<file path="src/rtl/wb_upsize_bridge.sv">
// Narrow (16/8-bit) Wishbone classic slave to registered 32-bit Wishbone master bridge.
// Optional one-entry read buffer enabled by defining WB_UPSIZE_READ_CACHE_EN.
module wb_upsize_bridge (
    input  logic        wb_lo_clk_i,
    input  logic        wb_lo_rst_n_i,
    input  logic [15:0] wb_lo_dat_i,
    output logic [15:0] wb_lo_dat_o,
    input  logic [31:0] wb_lo_adr_i,
    input  logic        wb_lo_cyc_i,
    input  logic        wb_lo_stb_i,
    input  logic        wb_lo_we_i,
    input  logic [1:0]  wb_lo_sel_i,
    output logic        wb_lo_ack_o,
    output logic        wb_lo_err_o,
    output logic        wb_lo_rty_o,
    output logic        wb_hi_clk_o,
    output logic        wb_hi_rst_o,
    output logic [31:0] wb_hi_dat_o,
    input  logic [31:0] wb_hi_dat_i,
    output logic [31:0] wb_hi_adr_o,
    output logic        wb_hi_cyc_o,
    output logic        wb_hi_stb_o,
    output logic        wb_hi_we_o,
    output logic [3:0]  wb_hi_sel_o,
    input  logic        wb_hi_ack_i,
    input  logic        wb_hi_err_i,
    input  logic        wb_hi_rty_i,
    input  logic        lo_byte_if_i
);

    // state | meaning
    // IDLE  | waiting for a narrow request
    // BUSY  | hi cycle outstanding, outputs held
    // DONE  | one-cycle lo ack/err/rty pulse
    localparam logic [1:0] ST_IDLE = 2'd0;
    localparam logic [1:0] ST_BUSY = 2'd1;
    localparam logic [1:0] ST_DONE = 2'd2;

    logic [1:0]  state;
    logic        req_byte;
    logic [1:0]  req_lane;
    logic        req_go;
    logic        req_valid;
    logic        cache_hit;
    logic [3:0]  req_sel;
    logic [31:0] req_dat;
    logic [31:0] cache_dat;

    assign wb_hi_clk_o = wb_lo_clk_i;
    assign wb_hi_rst_o = ~wb_lo_rst_n_i;

    function automatic logic [15:0] steer(input logic [31:0] w, input logic [1:0] lane,
                                          input logic byte_mode);
        logic [15:0] r;
        if (byte_mode) begin
            case (lane)
                2'd0:    r = {8'h00, w[7:0]};
                2'd1:    r = {8'h00, w[15:8]};
                2'd2:    r = {8'h00, w[23:16]};
                default: r = {8'h00, w[31:24]};
            endcase
        end else begin
            r = lane[1] ? w[31:16] : w[15:0];
        end
        return r;
    endfunction

    always_comb begin
        req_go    = wb_lo_cyc_i & wb_lo_stb_i;
        req_valid = lo_byte_if_i | (~wb_lo_adr_i[0] & (|wb_lo_sel_i));
        if (lo_byte_if_i) begin
            req_sel = 4'b0001 << wb_lo_adr_i[1:0];
            req_dat = {4{wb_lo_dat_i[7:0]}};
        end else begin
            req_sel = wb_lo_adr_i[1] ? {wb_lo_sel_i, 2'b00} : {2'b00, wb_lo_sel_i};
            req_dat = {2{wb_lo_dat_i}};
        end
`ifdef WB_UPSIZE_READ_CACHE_EN
        // reads always fetch the full word so the buffer can serve any lane later
        if (!wb_lo_we_i) req_sel = 4'b1111;
`endif
    end

`ifdef WB_UPSIZE_READ_CACHE_EN
    logic        cache_vld;
    logic [29:0] cache_tag;

    assign cache_hit = cache_vld & ~wb_lo_we_i & (cache_tag == wb_lo_adr_i[31:2]);

    always_ff @(posedge wb_lo_clk_i or negedge wb_lo_rst_n_i) begin
        if (!wb_lo_rst_n_i) begin
            cache_vld <= 1'b0;
            cache_tag <= '0;
            cache_dat <= '0;
        end else if (state == ST_IDLE && req_go && wb_lo_we_i) begin
            cache_vld <= 1'b0;
        end else if (state == ST_BUSY && wb_lo_cyc_i) begin
            if (wb_hi_err_i) begin
                cache_vld <= 1'b0;
            end else if (wb_hi_ack_i && !wb_hi_rty_i && !wb_hi_we_o) begin
                cache_vld <= 1'b1;
                cache_tag <= wb_hi_adr_o[31:2];
                cache_dat <= wb_hi_dat_i;
            end
        end
    end
`else
    assign cache_hit = 1'b0;
    assign cache_dat = 32'h0;
`endif

    always_ff @(posedge wb_lo_clk_i or negedge wb_lo_rst_n_i) begin
        if (!wb_lo_rst_n_i) begin
            state       <= ST_IDLE;
            req_byte    <= 1'b0;
            req_lane    <= 2'd0;
            wb_hi_cyc_o <= 1'b0;
            wb_hi_stb_o <= 1'b0;
            wb_hi_we_o  <= 1'b0;
            wb_hi_sel_o <= 4'h0;
            wb_hi_adr_o <= 32'h0;
            wb_hi_dat_o <= 32'h0;
            wb_lo_ack_o <= 1'b0;
            wb_lo_err_o <= 1'b0;
            wb_lo_rty_o <= 1'b0;
            wb_lo_dat_o <= 16'h0;
        end else begin
            wb_lo_ack_o <= 1'b0;
            wb_lo_err_o <= 1'b0;
            wb_lo_rty_o <= 1'b0;
            case (state)
                ST_IDLE: begin
                    if (req_go) begin
                        req_byte <= lo_byte_if_i;
                        req_lane <= wb_lo_adr_i[1:0];
                        if (!req_valid) begin
                            wb_lo_err_o <= 1'b1;
                            state       <= ST_DONE;
                        end else if (cache_hit) begin
                            wb_lo_ack_o <= 1'b1;
                            wb_lo_dat_o <= steer(cache_dat, wb_lo_adr_i[1:0], lo_byte_if_i);
                            state       <= ST_DONE;
                        end else begin
                            wb_hi_cyc_o <= 1'b1;
                            wb_hi_stb_o <= 1'b1;
                            wb_hi_we_o  <= wb_lo_we_i;
                            wb_hi_sel_o <= req_sel;
                            wb_hi_adr_o <= {wb_lo_adr_i[31:2], 2'b00};
                            wb_hi_dat_o <= req_dat;
                            state       <= ST_BUSY;
                        end
                    end
                end
                ST_BUSY: begin
                    if (!wb_lo_cyc_i) begin
                        wb_hi_cyc_o <= 1'b0;
                        wb_hi_stb_o <= 1'b0;
                        wb_hi_we_o  <= 1'b0;
                        state       <= ST_IDLE;
                    end else if (wb_hi_ack_i || wb_hi_err_i || wb_hi_rty_i) begin
                        wb_hi_cyc_o <= 1'b0;
                        wb_hi_stb_o <= 1'b0;
                        wb_hi_we_o  <= 1'b0;
                        state       <= ST_DONE;
                        if (wb_hi_err_i) begin
                            wb_lo_err_o <= 1'b1;
                        end else if (wb_hi_rty_i) begin
                            wb_lo_rty_o <= 1'b1;
                        end else begin
                            wb_lo_ack_o <= 1'b1;
                            if (!wb_hi_we_o) wb_lo_dat_o <= steer(wb_hi_dat_i, req_lane, req_byte);
                        end
                    end
                end
                ST_DONE: state <= ST_IDLE;
                default: state <= ST_IDLE;
            endcase
        end
    end

endmodule
</file>
<file path="config.mk">
export PLATFORM = sky130hd
export DESIGN_NAME = wb_upsize_bridge
export DESIGN_NICKNAME = d
export VERILOG_FILES = /design/src/rtl/wb_upsize_bridge.sv
export SDC_FILE = /design/constraint.sdc
export NUM_CORES = 1
export LEC_CHECK = 0
export CORE_ASPECT_RATIO = 0.9
export CORE_UTILIZATION = 43
export DETAILED_ROUTE_END_ITERATION = 10
export GPL_TIMING_DRIVEN = 0
export PLACE_DENSITY_LB_ADDON = 0.05
export SKIP_CTS_REPAIR_TIMING = 1
export SYNTH_ARGS = -nofsm -noshare
export SYNTH_HDL_FRONTEND = slang
export SYNTH_SLANG_ARGS = --single-unit
</file>
<file path="constraint.sdc">
create_clock -name wb_lo_clk_i -period 4.6 [get_ports wb_lo_clk_i]
set_clock_uncertainty 0.05 [all_clocks]
set_input_delay 1.38 -clock wb_lo_clk_i [delete_from_list [all_inputs] [get_ports wb_lo_clk_i]]
set_output_delay 1.38 -clock wb_lo_clk_i [all_outputs]
set_load 0.005 [all_outputs]
</file>
### Word-level counts from Yosys, hierarchy flattened

Index checks and enable logic that the tools add are counted.

* flip-flop bits (word level): 92
* input port bits: 91
* output and inout port bits: 92
* logic and storage cells: 73

* equal/unequal tests: 6
* shift-type cells: 1
* muxes and demuxes: 35
* bitwise gates (word level): 8
* reductions and logical operators: 11

Operators with widths (number)
* 16-bit 2-to-1 mux: 2
* 32-bit 2-to-1 mux: 1
* 8-bit case mux with 3 select lines: 1
* 1-bit 2-to-1 mux: 21
* 2-bit 2-to-1 mux: 4
* 4-bit 2-to-1 mux: 2
* 1-bit case mux with 2 select lines: 3
* 6-bit AND reduction: 1
* 1-bit inverter: 5
* 2-bit by 1-bit equality test with 1-bit output (second input constant): 2
* 2-bit logical NOT: 2
* 2-bit inequality test (second input constant): 2
* 2-bit case mux with 2 select lines: 1
* 2-bit AND reduction: 2
* 4-bit AND reduction: 1
* 1-bit by 2-bit left shift with 4-bit output (first input constant): 1
* 3-bit inequality test (second input constant): 1
* 3-bit AND reduction: 1
* 1-bit bitwise AND: 2
* 2-bit equality test (second input constant): 1
* 1-bit logical OR: 2
* 2-bit nonzero test: 1
* 2-bit OR reduction: 1
* 1-bit OR: 1

### Longest topological paths before layout

* word-level depth: 6
* gate-level depth with buffers: 6
* gate-level depth less buffers: 3

==> impl_summary.txt <==
----------------------------------------------------
[Synth]
  Share of the synthesized area in the top cell type ... a little over half
  Prevailing post-synth register cell ... dfrtp_1
  Sequential element share of the synthesized area ... a little over half
  Count of unique library cells instantiated by Yosys ... 32
  Largest area contributor in the synthesized netlist ... dfrtp_1
  Avg Inst Size Synth ... roughly 14 sq um
  Post-synthesis instance total ... 250
  Total standard cell area after synthesis ... 3607 sq um
  Post-synthesis register bit count ... 76
  Cell types with the largest area share after synthesis ... dfrtp_1 53%, mux2_2 21%, mux4_2 5.0%, buf_4 4.2%, mux2_4 4.2%
  Share of synthesized flip-flops with an asynchronous set or reset ... 100.0%
  YS warnings ... 0
  EDFF count, synth ... 0

[STA]
  Worst-margin pin slew ... just under 0.6 ns
  Final hold vios ... 0
  Accumulated negative setup slack ... 0 ns
  Worst Setup Slack, final ... approximately 0.10 ns
  Worst Hold Margin ... 0.4328 ns
  Final slew viol count ... 0
  Number of setup violations in the final report ... 0
  Slew margin rel. ... about three fifths
  Unrepaired setup endpoints after global routing ... false

[GRT]
  Pin count of the biggest net entering global routing ... between 40 and 50
  Global-route wire length before repair ... roughly 14,000 um
  Global-route congestion overflow total ... 0
  Overall global routing resource usage ... about a fifth
  Number of antenna violations at the first check in global routing ... 0
  Via count of the first global-routing pass ... 2,815

[Setup path]
  Minimum setup slack among reg-to-reg paths ... approximately 2.6 ns
  Critical Path Source Type ... clock port
  Type of destination of the critical path ... primary output
  Setup crit start ... wb_lo_clk_i
  Critical path type ... clock port to primary output
  WP data arrival ... approximately 3.1 ns
  WP data required ... 3.17 ns
  Highest fanout seen on the critical path ... 2
  FF-to-FF Start ... state[0]

[Finish]
  Final antenna diode count ... 0
  Nets ... around 540
  Signed area change from the synthesized netlist to the final layout ... 60.32%
  Finished Core Util ... between 70% and 80%
  Post-route cell area ... between 5000 and 6000 sq um
  Number of non-filler instances in the completed layout ... about 550
  Sequential cell area ... approximately 1900 sq um
  Count of filler cells inserted in the layout ... slightly above 600
  Share of final-layout standard cells stronger than drive strength 1 ... 31.33%
  Area of the multi-input gates ... 1446 sq um

[Detailed routing]
  Drt via density ... 4.903
  First-pass iteration count of the detailed router ... 8
  Total number of vias ... around 2,700
  Routed wire length ... between 8000 and 9000 um
  Starting DRC count in detailed routing ... between 80 and 90
  WL/cell ... around 16 um
  Residual antenna-violating net count after detailed routing ... 0
  Total DRC errors in the routed layout ... 11

[Die]
  Total I/O pin count ... 183
  Die height ... a little under 90 um
  Core region area ... between 8000 and 9000 sq um
  Die area ... 8760 sq um
  Number of core rows ... 31
  Starting density of the core ... 44.50%
  Horiz. Die Dim ... between 90 and 100 um

[Pwr]
  Portion of total power attributed to sequential cells ... between 30% and 40%
  Highest ir drop seen on vdd ... between 0.0003 and 0.0004 V
  Fraction of power spent switching nets ... around a quarter
  Int Pwr ... around 1.7 mW
  Switching power summed over all nets ... about 600 uW
  Total power per unit cell area ... around 400 nW/um^2
  Relative contribution of the clock network to total power ... between 20% and 30%
  Leak ... 2.515 nW
  Power consumption ... 2.316 mW
  Share of total power in combinational logic ... approximately a third

[Clock network]
  Clock slew at reported path FFs ... approximately 0.080 ns
  TritonCTS clock tree ... built
  Clock network latency to the later pin of the worst-skew pair ... about 0.45 ns

[Placement]
  Placed cells ... 530
  HPWL after detailed placement ... about 6400 um
  Pre-CTS setup slack ... between 0.3 and 0.4 ns
  Last weighted congestion value of the routability-driven placer ... 0.7358
  Area after DPL ... between 5000 and 6000 sq um
  Total of buffers placed on input and output ports ... 179

[Run]
  Max-cap violation count ... 0

[Worst hold path]
  Hold Startpoint ... state[1]
  Type of the worst min-delay path ... register to register

[Status]
  Run status ... finished with violations
  Violated checks ... DRC

----------------------------------------------------
-- registers in the layout, indices dropped and copies added, names as in the netlist --
register / cells
wb_hi_sel_o: 4
wb_lo_err_o: 1
req_lane: 2
req_byte: 1
wb_hi_we_o: 1
state: 2
wb_lo_rty_o: 1
wb_hi_adr_o: 30
wb_hi_dat_o: 16
wb_lo_ack_o: 1
wb_hi_stb_o: 1
wb_lo_dat_o: 16
-- worst paths after layout --
check	end	depth (start not counted)
max in group asynchronous	wb_hi_dat_o[24]	2
worst max-delay path	wb_hi_clk_o	4
worst min-delay path	wb_lo_err_o	1
min in group asynchronous	wb_hi_adr_o[6]	1
worst max register to register	wb_hi_dat_o[30]	5
worst min register to register	wb_lo_err_o	1
-- cell usage after synthesis (all sizes together) (2+ instances only) --
cell,n
nor2,12
dfrtp,76
nand2,2
nand3,2
mux4,8
inv,8
mux2i,9
o311ai,3
clkbuf,3
nor3b,2
buf,30
mux2,78
nor2b,2
-- area by class of cell --
cell class / count / share of cell area [%]
tap: 99 / 2.142
clock buffer: 13 / 3.029
sequential: 76 / 32.89
timing repair buffer: 179 / 31.11
inverter: 8 / 0.5193
multi-input combinational: 134 / 25.01
buffer: 33 / 4.024
clock inverter: 7 / 1.277
-- layer usage --
metal | global-route usage (%) | vias up | part of all wire, %
met5 | 0 | - | 0
met4 | 7.734 | 0 | 1.1
met3 | 8.600 | 6 | 9.8
met2 | 33.93 | 109 | 49
met1 | 24.64 | 1318 | 40
li1 | - | 1259 | -
-- cell families (layout without fill, tap and decap cells) --
family / after synthesis / count (layout) / synth area share [%]
buf+inv: 41 / 240 / 7.284
simple gates: 24 / 24 / 4.127
compound gates: 13 / 13 / 2.880
flops: 76 / 76 / 52.72
mux: 95 / 95 / 32.88
other cells: 1 / 2 / 0.1040
-- cell usage in the layout, fill, tap and decap left out, types with 8 or more instances in the layout --
cell type	netlist	final
mux2_4	10	10
clkbuf_8	0	12
buf_4	20	21
clkdlybuf4s50_1	0	178
mux2_2	68	68
dfrtp_1	76	76
nor2_1	12	12
inv_1	8	8
mux2i_1	9	9
mux4_2	8	8
buf_2	8	8
-- power groups by stage --
| stage | combinational [mW] | sequential [mW] | clock, mW |
|---|---|---|---|
| floorplan | 0.309 | 0.912 | 0.0141 |
| global placement | 0.804 | 0.902 | 0.0304 |
| detailed placement | 0.818 | 0.910 | 0.0304 |
| CTS | 0.822 | 0.899 | 0.631 |
| global route | 0.871 | 0.916 | 0.654 |
| finish | 0.810 | 0.897 | 0.609 |
-- critical path, cell delays in order --
cell             delay, ns
clkbuf_8              0.11
clkbuf_8              0.12
buf_4                 0.12
clkdlybuf4s50_1       0.43
No activity file was read; power rests on OpenSTA's default activity.
